## config.mk

```make
export PLATFORM = sky130hd
export DESIGN_NAME = seq_mult_4b_flat
export DESIGN_NICKNAME = d
export VERILOG_FILES = /design/src/rtl/seq_mult_4b_pkg.sv /design/src/rtl/seq_mult_4b_if.sv /design/src/rtl/seq_mult_4b_rcas_4b.sv /design/src/rtl/seq_mult_4b.sv /design/src/flat_wrapper.sv
export SDC_FILE = /design/constraint.sdc
export NUM_CORES = 1
export LEC_CHECK = 0
export ABC_CLOCK_PERIOD_IN_PS = 4800
export BUFFER_PORTS_ARGS = -buffer_cell sky130_fd_sc_hd__buf_2
export CORE_ASPECT_RATIO = 0.8
export CORE_UTILIZATION = 40
export CTS_BUF_LIST = sky130_fd_sc_hd__clkbuf_4
export CTS_CLUSTER_DIAMETER = 40
export DETAILED_ROUTE_END_ITERATION = 8
export GPL_TIMING_DRIVEN = 0
export PLACE_DENSITY = 0.72
export SETUP_SLACK_MARGIN = 0.02
export SLEW_MARGIN = 20
export SYNTH_ARGS = -nofsm -noshare
export SYNTH_HDL_FRONTEND = slang
export SYNTH_SLANG_ARGS = --single-unit
```

## constraint.sdc

```tcl
create_clock -name clk -period 4.8 [get_ports clk]
set_input_delay 0.96 -clock clk [delete_from_list [all_inputs] [get_ports clk]]
set_output_delay 0.96 -clock clk [all_outputs]
set_load 0.01 [all_outputs]
```

## src/rtl/seq_mult_4b_pkg.sv

```systemverilog
// Shared constants for the 4x4 sequential shift-add multiplier.
package seq_mult_4b_pkg;

  localparam int unsigned WIDTH  = 4;
  localparam int unsigned ITER   = WIDTH;
  localparam int unsigned PROD_W = 2 * WIDTH;
  localparam int unsigned CNT_W  = $clog2(ITER);

  localparam logic [1:0] ST_IDLE = 2'b00;
  localparam logic [1:0] ST_CALC = 2'b01;
  localparam logic [1:0] ST_DONE = 2'b10;

endpackage

```

## src/rtl/seq_mult_4b_if.sv

```systemverilog
// Request/result bundle between a multiply requester and seq_mult_4b.
interface seq_mult_4b_if;
  import seq_mult_4b_pkg::*;

  logic              start;
  logic [WIDTH-1:0]  a;
  logic [WIDTH-1:0]  b;
  logic              busy;
  logic              done;
  logic [PROD_W-1:0] product;

  modport master (
    output start, a, b,
    input  busy, done, product
  );

  modport slave (
    input  start, a, b,
    output busy, done, product
  );

endinterface

```

## src/rtl/seq_mult_4b_rcas_4b.sv

```systemverilog
// 4-bit ripple-carry adder/subtractor: mode=0 adds, mode=1 subtracts (a - b).
module rcas_4b (
  input  logic [3:0] a,
  input  logic [3:0] b,
  input  logic       mode,
  output logic [3:0] res,
  output logic       cout
);

  logic [3:0] b_eff;
  logic [4:0] c;

  // Ripple the carry through four full-adder cells.
  always_comb begin
    b_eff = b ^ {4{mode}};
    c     = '0;
    res   = '0;
    c[0]  = mode;
    for (int i = 0; i < 4; i++) begin
      res[i]  = a[i] ^ b_eff[i] ^ c[i];
      c[i+1]  = (a[i] & b_eff[i]) | (c[i] & (a[i] ^ b_eff[i]));
    end
    cout = c[4];
  end

endmodule

```

## src/rtl/seq_mult_4b.sv

```systemverilog
// Sequential unsigned 4x4 shift-add multiplier, one add-and-shift per cycle.
module seq_mult_4b
  import seq_mult_4b_pkg::*;
(
  input  logic         clk,
  input  logic         rst,
  seq_mult_4b_if.slave bus
);

  logic [1:0]        state;
  logic [1:0]        state_nxt;
  logic [WIDTH-1:0]  m;
  logic [WIDTH-1:0]  m_nxt;
  logic [WIDTH-1:0]  acc;
  logic [WIDTH-1:0]  acc_nxt;
  logic [WIDTH-1:0]  q;
  logic [WIDTH-1:0]  q_nxt;
  logic [CNT_W-1:0]  cnt;
  logic [CNT_W-1:0]  cnt_nxt;
  logic [PROD_W-1:0] product_q;
  logic [PROD_W-1:0] product_nxt;
  logic              busy_q;
  logic              busy_nxt;
  logic              done_q;
  logic              done_nxt;
  logic              accept;

  logic [WIDTH-1:0]  add_b;
  logic [WIDTH-1:0]  add_res;
  logic              add_cout;

  // Partial product: add the multiplicand only when the current multiplier LSB is set.
  assign add_b = q[0] ? m : '0;

  rcas_4b u_add (
    .a    (acc),
    .b    (add_b),
    .mode (1'b0),
    .res  (add_res),
    .cout (add_cout)
  );

  assign bus.busy    = busy_q;
  assign bus.done    = done_q;
  assign bus.product = product_q;

  // Next-state, datapath and output decode; the adder carry is absorbed into acc by the shift.
  always_comb begin
    state_nxt   = state;
    m_nxt       = m;
    acc_nxt     = acc;
    q_nxt       = q;
    cnt_nxt     = cnt;
    product_nxt = product_q;
    accept      = bus.start && ((state == ST_IDLE) || (state == ST_DONE));

    case (state)
      ST_IDLE: state_nxt = ST_IDLE;
      ST_CALC: begin
        acc_nxt = {add_cout, add_res[WIDTH-1:1]};
        q_nxt   = {add_res[0], q[WIDTH-1:1]};
        cnt_nxt = cnt + CNT_W'(1);
        if (cnt == CNT_W'(ITER - 1)) begin
          state_nxt   = ST_DONE;
          product_nxt = {add_cout, add_res, q[WIDTH-1:1]};
        end
      end
      ST_DONE: state_nxt = ST_IDLE;
      default: state_nxt = ST_IDLE;
    endcase

    if (accept) begin
      state_nxt = ST_CALC;
      m_nxt     = bus.a;
      q_nxt     = bus.b;
      acc_nxt   = '0;
      cnt_nxt   = '0;
    end

    busy_nxt = (state_nxt == ST_CALC);
    done_nxt = (state_nxt == ST_DONE);
  end

  // State, datapath and output registers with asynchronous clear.
  always_ff @(posedge clk or posedge rst) begin
    if (rst) begin
      state     <= ST_IDLE;
      m         <= '0;
      acc       <= '0;
      q         <= '0;
      cnt       <= '0;
      product_q <= '0;
      busy_q    <= 1'b0;
      done_q    <= 1'b0;
    end else begin
      state     <= state_nxt;
      m         <= m_nxt;
      acc       <= acc_nxt;
      q         <= q_nxt;
      cnt       <= cnt_nxt;
      product_q <= product_nxt;
      busy_q    <= busy_nxt;
      done_q    <= done_nxt;
    end
  end

endmodule

```

## src/flat_wrapper.sv

```systemverilog
// flat-port wrapper written by rule: the top's interface ports become plain ports
module seq_mult_4b_flat import seq_mult_4b_pkg::*;
  (clk, rst, bus_start, bus_a, bus_b, bus_busy, bus_done, bus_product);
  seq_mult_4b_if bus_i ();
  input  logic clk;
  input  logic rst;
  input wire logic [$bits(bus_i.start)-1:0] bus_start;
  input wire logic [$bits(bus_i.a)-1:0] bus_a;
  input wire logic [$bits(bus_i.b)-1:0] bus_b;
  output wire logic [$bits(bus_i.busy)-1:0] bus_busy;
  output wire logic [$bits(bus_i.done)-1:0] bus_done;
  output wire logic [$bits(bus_i.product)-1:0] bus_product;
  assign bus_i.start = bus_start;
  assign bus_i.a = bus_a;
  assign bus_i.b = bus_b;
  assign bus_busy = bus_i.busy;
  assign bus_done = bus_i.done;
  assign bus_product = bus_i.product;
  seq_mult_4b u_core (.clk(clk), .rst(rst), .bus(bus_i));
endmodule
```

# Word level (Yosys, flattened, before mapping)
# Index checks and enable logic that the tools add are counted.
# word_totals
reg_bits	26
word_cells	46
# classes
eq_ne	5
bitwise_logic	17
mux	10
n_addsub	1
reduce_logical	5
# ops
cell	count
$mux 4	5
$mux 2	5
$and 1x1->1	7
$xor 1x1->1	7
$eq 2x2->1 const B	3
$eq 2x1->1 const B	2
$or 1x1->1	3
$add 2x1->2 const B	1
$logic_not 2->1	1
$reduce_and 2->1	1
$reduce_bool 2->1	1
$logic_and 1x1->1	1
$logic_or 1x1->1	1

# Longest topological paths before layout
# depth
ltp_word	10
depth_mapped	7
ltp_nobuf	7

# Cells and area by module
# From an unflattened synthesis, not the netlist that was laid out.
# hier_totals
hier_cells	91
hier_area_um2	1178.6
# by_module_without_submodules
module	seq_area_each_um2	cells_each	instances	area_each_um2
seq_mult_4b	650.6	79	1	1057.3
rcas_4b	0.0	12	1	121.4

# Worst setup path before layout
# OpenSTA, ideal clock, no wires.
# synth_path
path_kind	reg2reg
start	reg u_core.q[0]
end	reg u_core.product_q[6], in the netlist u_core.bus.product[6]
arrival_ns	1.985
stages_incl_launch_ff	8
synth_period_minus_slack_ns	2.112
slack_ns	2.688
setup_ns	0.126
n_path_buf	0
cell_sequence	dfrtp_1 > and2_1 > ha_1 > inv_1 > fa_1 > fa_1 > fa_1 > o21ai_0
# synth_via
elab_chain_len	7
elab_cells_between_ends	12
# synth_lines
element	line	text
start: declaration	seq_mult_4b.sv:16	logic [WIDTH-1:0] q;
start signal: assignment	seq_mult_4b.sv:99	q <= q_nxt;
$mux 4 *	seq_mult_4b.sv:33	assign add_b = q[0] ? m : '0;
$and 1x1->1 / $xor 1x1->1 (equally long branches)	seq_mult_4b_rcas_4b.sv:21	c[i+1] = (a[i] & b_eff[i]) | (c[i] & (a[i] ^ b_eff[i]));
$and 1x1->1	seq_mult_4b_rcas_4b.sv:21	
$or 1x1->1	seq_mult_4b_rcas_4b.sv:21	
$and 1x1->1	seq_mult_4b_rcas_4b.sv:21	
$or 1x1->1	seq_mult_4b_rcas_4b.sv:21	
$xor 1x1->1 *	seq_mult_4b_rcas_4b.sv:20	res[i] = a[i] ^ b_eff[i] ^ c[i];
end signal: assignment	seq_mult_4b.sv:101	product_q <= product_nxt;
end: declaration	seq_mult_4b.sv:20	logic [PROD_W-1:0] product_q;
# Mark *: on every way between the ends. The rest lies on a longest branch, timed or not.
# A chain may end at the register's enable or synchronous reset.

# Worst setup path in the final report
# Ends and elaborated chain as after synthesis.

==> reports/summary.txt <==
Status -> completed
Post-Syn Area -> 0.001155 sq mm
# IOs -> 21
Min-delay src -> u_core.bus.product[0]
Startpoint class of the critical path -> flip-flop
Fin crit period -> 2259 ps
Syn Nets -> 111
Post-route clock period utilization -> 47.07%
Max Cap Violations -> 0
Initial antenna violation count -> 0
Static leakage power -> 0.6504 nW
Reg-to-reg startpoint -> u_core.q[0]
Share of layout cells above drive strength 1 -> 32.77%
Clock Pin Slew Worst Setup and Hold Paths -> 140 ps
Pwr Density -> 691.6 mW/mm^2
Worst setup EP type -> flip-flop
Buf/Inv on CP -> 1
Final layout net count -> 136
Synth unique cells -> 25
Die area -> 0.003107 sq mm
Routability cong. -> 0.7482
Post-route ant nets -> 0
Detail Placement HPWL -> 1.444 mm
Ys Warns -> 0
Measured slew at the worst slew-check pin -> 943.3 ps
Min-Delay Endpoint -> u_core.bus.product[0]
Final WL -> 1.878 mm
TNS Setup -> 0 ps
CP max stage cell -> fa_1
Family with the most delay on the worst path -> adder cells
Crit Path Category -> reg2reg
Skew-Pair Late Insertion Delay -> 320 ps
Hold Path Class -> reg2reg
Fmax -> 442.6 MHz
Cells on Worst Hold Path -> 2
GRT Total Usage -> 14.79%
Initial core utilization -> 42.09%
Final Hold Fails -> 0
Pins Over Slew Limit -> 0
Crit-path max FO -> 6
WP data arrival -> 2480 ps
Crit-path cells -> and2_1, ha_1, inv_1, fa_1, fa_1, fa_1, o21ai_0
Total number of vias -> 724
Post-CTS setup repair buffer count -> 0
TritonCTS clock tree -> built
Syn avg cell area -> 12.16 sq um
Routed len/inst -> 11.96 um
Design Power -> 0.9371 mW
Layout filler cell count -> 257
# rows -> 17
Die width -> 62.08 um
Register bit count reported by yosys -> 26
Clk sinks -> 26
Commonest non-fill, non-tap cells in the layout -> 26 x dfrtp_1, 22 x buf_2, 10 x inv_1
Drt drc -> 0
Initial DRC Count -> 22
Global-route wire length before repair -> 3.305 mm
Antenna Cells -> 0
Die height -> 50.06 um
Area after DPL -> 0.001303 sq mm
Setup-failing EPs final -> 0
First-pass iteration count of the detailed router -> 4
Vias in the first global route -> 746
I/O Buffers -> 20
Sequential area share after synthesis -> 56.34%
Clock root buffer -> clkbuf_4
Max transition margin -> 37.04%
Worst reg-to-reg path cell count -> 7
Via-to-Cell Ratio -> 4.611
CTS Buf Count -> 3
Post-route cell area -> 0.001355 sq mm
Critical R2R Capture -> u_core.bus.product[6]
Core area -> 0.002744 sq mm
Post-cts gate resize count -> 0
R2R setup slack -> 2540 ps
VDD IR max -> 0.2844 mV
H-tree depth -> 1
CTS Buffer Depth -> 2
Most Frequent Cell on Critical Path -> fa_1
Largest net degree at the start of global routing -> 27
Grt ovf -> 0
Clk_skew -> 10.94 ps
Most common cell after layout, fill and taps aside -> dfrtp_1
Required @ worst endpoint -> 5020 ps
RSZ-0062 raised after global routing -> false
CTS Hold Bufs -> 0
Syn Inst Count -> 95
Area growth syn-to-layout -> 17.33%
CP max stage delay -> 530 ps
per-layer routing:
metal / part of all wire (%) / GRT usage (%)
met1: 49 / 20.50
met2: 43 / 22.16
met3: 6.5 / 4.199
met4: 1.3 / 4.444
met5: 0 / 0
Yosys cell counts:
master     count  area share, %
a211oi_1       2            1.3
a21oi_1        2           0.87
a21oi_2        2            1.5
a22o_1         1           0.76
and2_1         1           0.54
and2_4         1           0.76
buf_2          2           0.87
buf_6          3            2.9
dfrtp_1       26             56
fa_1           3            5.2
ha_1           2            2.2
inv_1         10            3.3
mux2_2         6            5.9
mux2i_1        2            1.7
nand2_1        9            2.9
nand2b_1       1           0.54
nand2b_4       1            1.2
nand3_1        1           0.43
nand3b_1       1           0.65
nor2_1         1           0.32
nor2b_1        2            1.1
o21ai_0        9            3.9
o22ai_1        2            1.1
o2bb2ai_1      4            3.0
xnor2_1        1           0.76
stage by stage:
step                      setup slack (ps)  utilization, %  std cells  hold slack (ps)
after floorplan                       2688               -         95            456.1
after global placement                2586           47.47        153            460.6
after detailed placement              2549           47.47        153            466.8
after CTS                             2518           49.38        157            499.0
after global routing                  2420           49.38        157            522.0
final                                 2541           49.38        157            490.0
worst register-to-register path: stages (launching register included):
cell and delay, ps:
dfrtp_1 440, and2_1 150, ha_1 140, inv_1 50
fa_1 380, fa_1 390, fa_1 530, o21ai_0 90
layout make-up:
type | count | area (sq um) | area share, %
clock inverter | 1 | 30.03 | 2.216
sequential | 26 | 650.6 | 48.01
multi-input combinational | 54 | 422.9 | 31.21
tap | 38 | 47.55 | 3.509
timing repair buffer | 20 | 100.1 | 7.387
clock buffer | 3 | 22.52 | 1.662
inverter | 10 | 37.54 | 2.770
buffer | 5 | 43.79 | 3.232
worst max path at each step:
stage / endpoint / cells after the start / slack (ps) / startpoint
floorplan: u_core.bus.product[6] / 7 / 2690 / u_core.q[0]
global placement: u_core.bus.product[6] / 7 / 2590 / u_core.q[0]
detailed placement: u_core.bus.product[6] / 7 / 2550 / u_core.q[0]
CTS: u_core.bus.product[6] / 7 / 2520 / u_core.q[0]
global route: u_core.bus.product[6] / 7 / 2420 / u_core.q[0]
finish: u_core.bus.product[6] / 7 / 2540 / u_core.q[0]
kinds of logic (layout without fill, tap and decap cells):
logic type               count (synthesis)  in the layout  share of synthesized area (%)
buffers and inverters                   15             39                          7.042
adder cells (fa/ha/maj)                  5              5                          7.367
AO/OA/AOI/OAI                           22             22                          12.46
multiplexers                             8              8                          7.584
XOR/XNOR                                 1              1                         0.7585
flip-flops                              26             26                          56.34
AND/OR/NAND/NOR                         18             18                          8.450
where the power goes:
group	total (mW)	internal, mW	switching [mW]
clock	0.147	0.0844	0.0621
combinational	0.408	0.199	0.208
sequential	0.383	0.324	0.0591
total	0.937	0.608	0.330
registers in the layout, summed over array words and instances (netlist names):
signal,flops
u_core.state,2
u_core.m,4
u_core.cnt,2
u_core.bus.busy,1
u_core.acc,4
u_core.q,4
u_core.bus.product,8
u_core.bus.done,1
(Power assumes the default switching activity.)
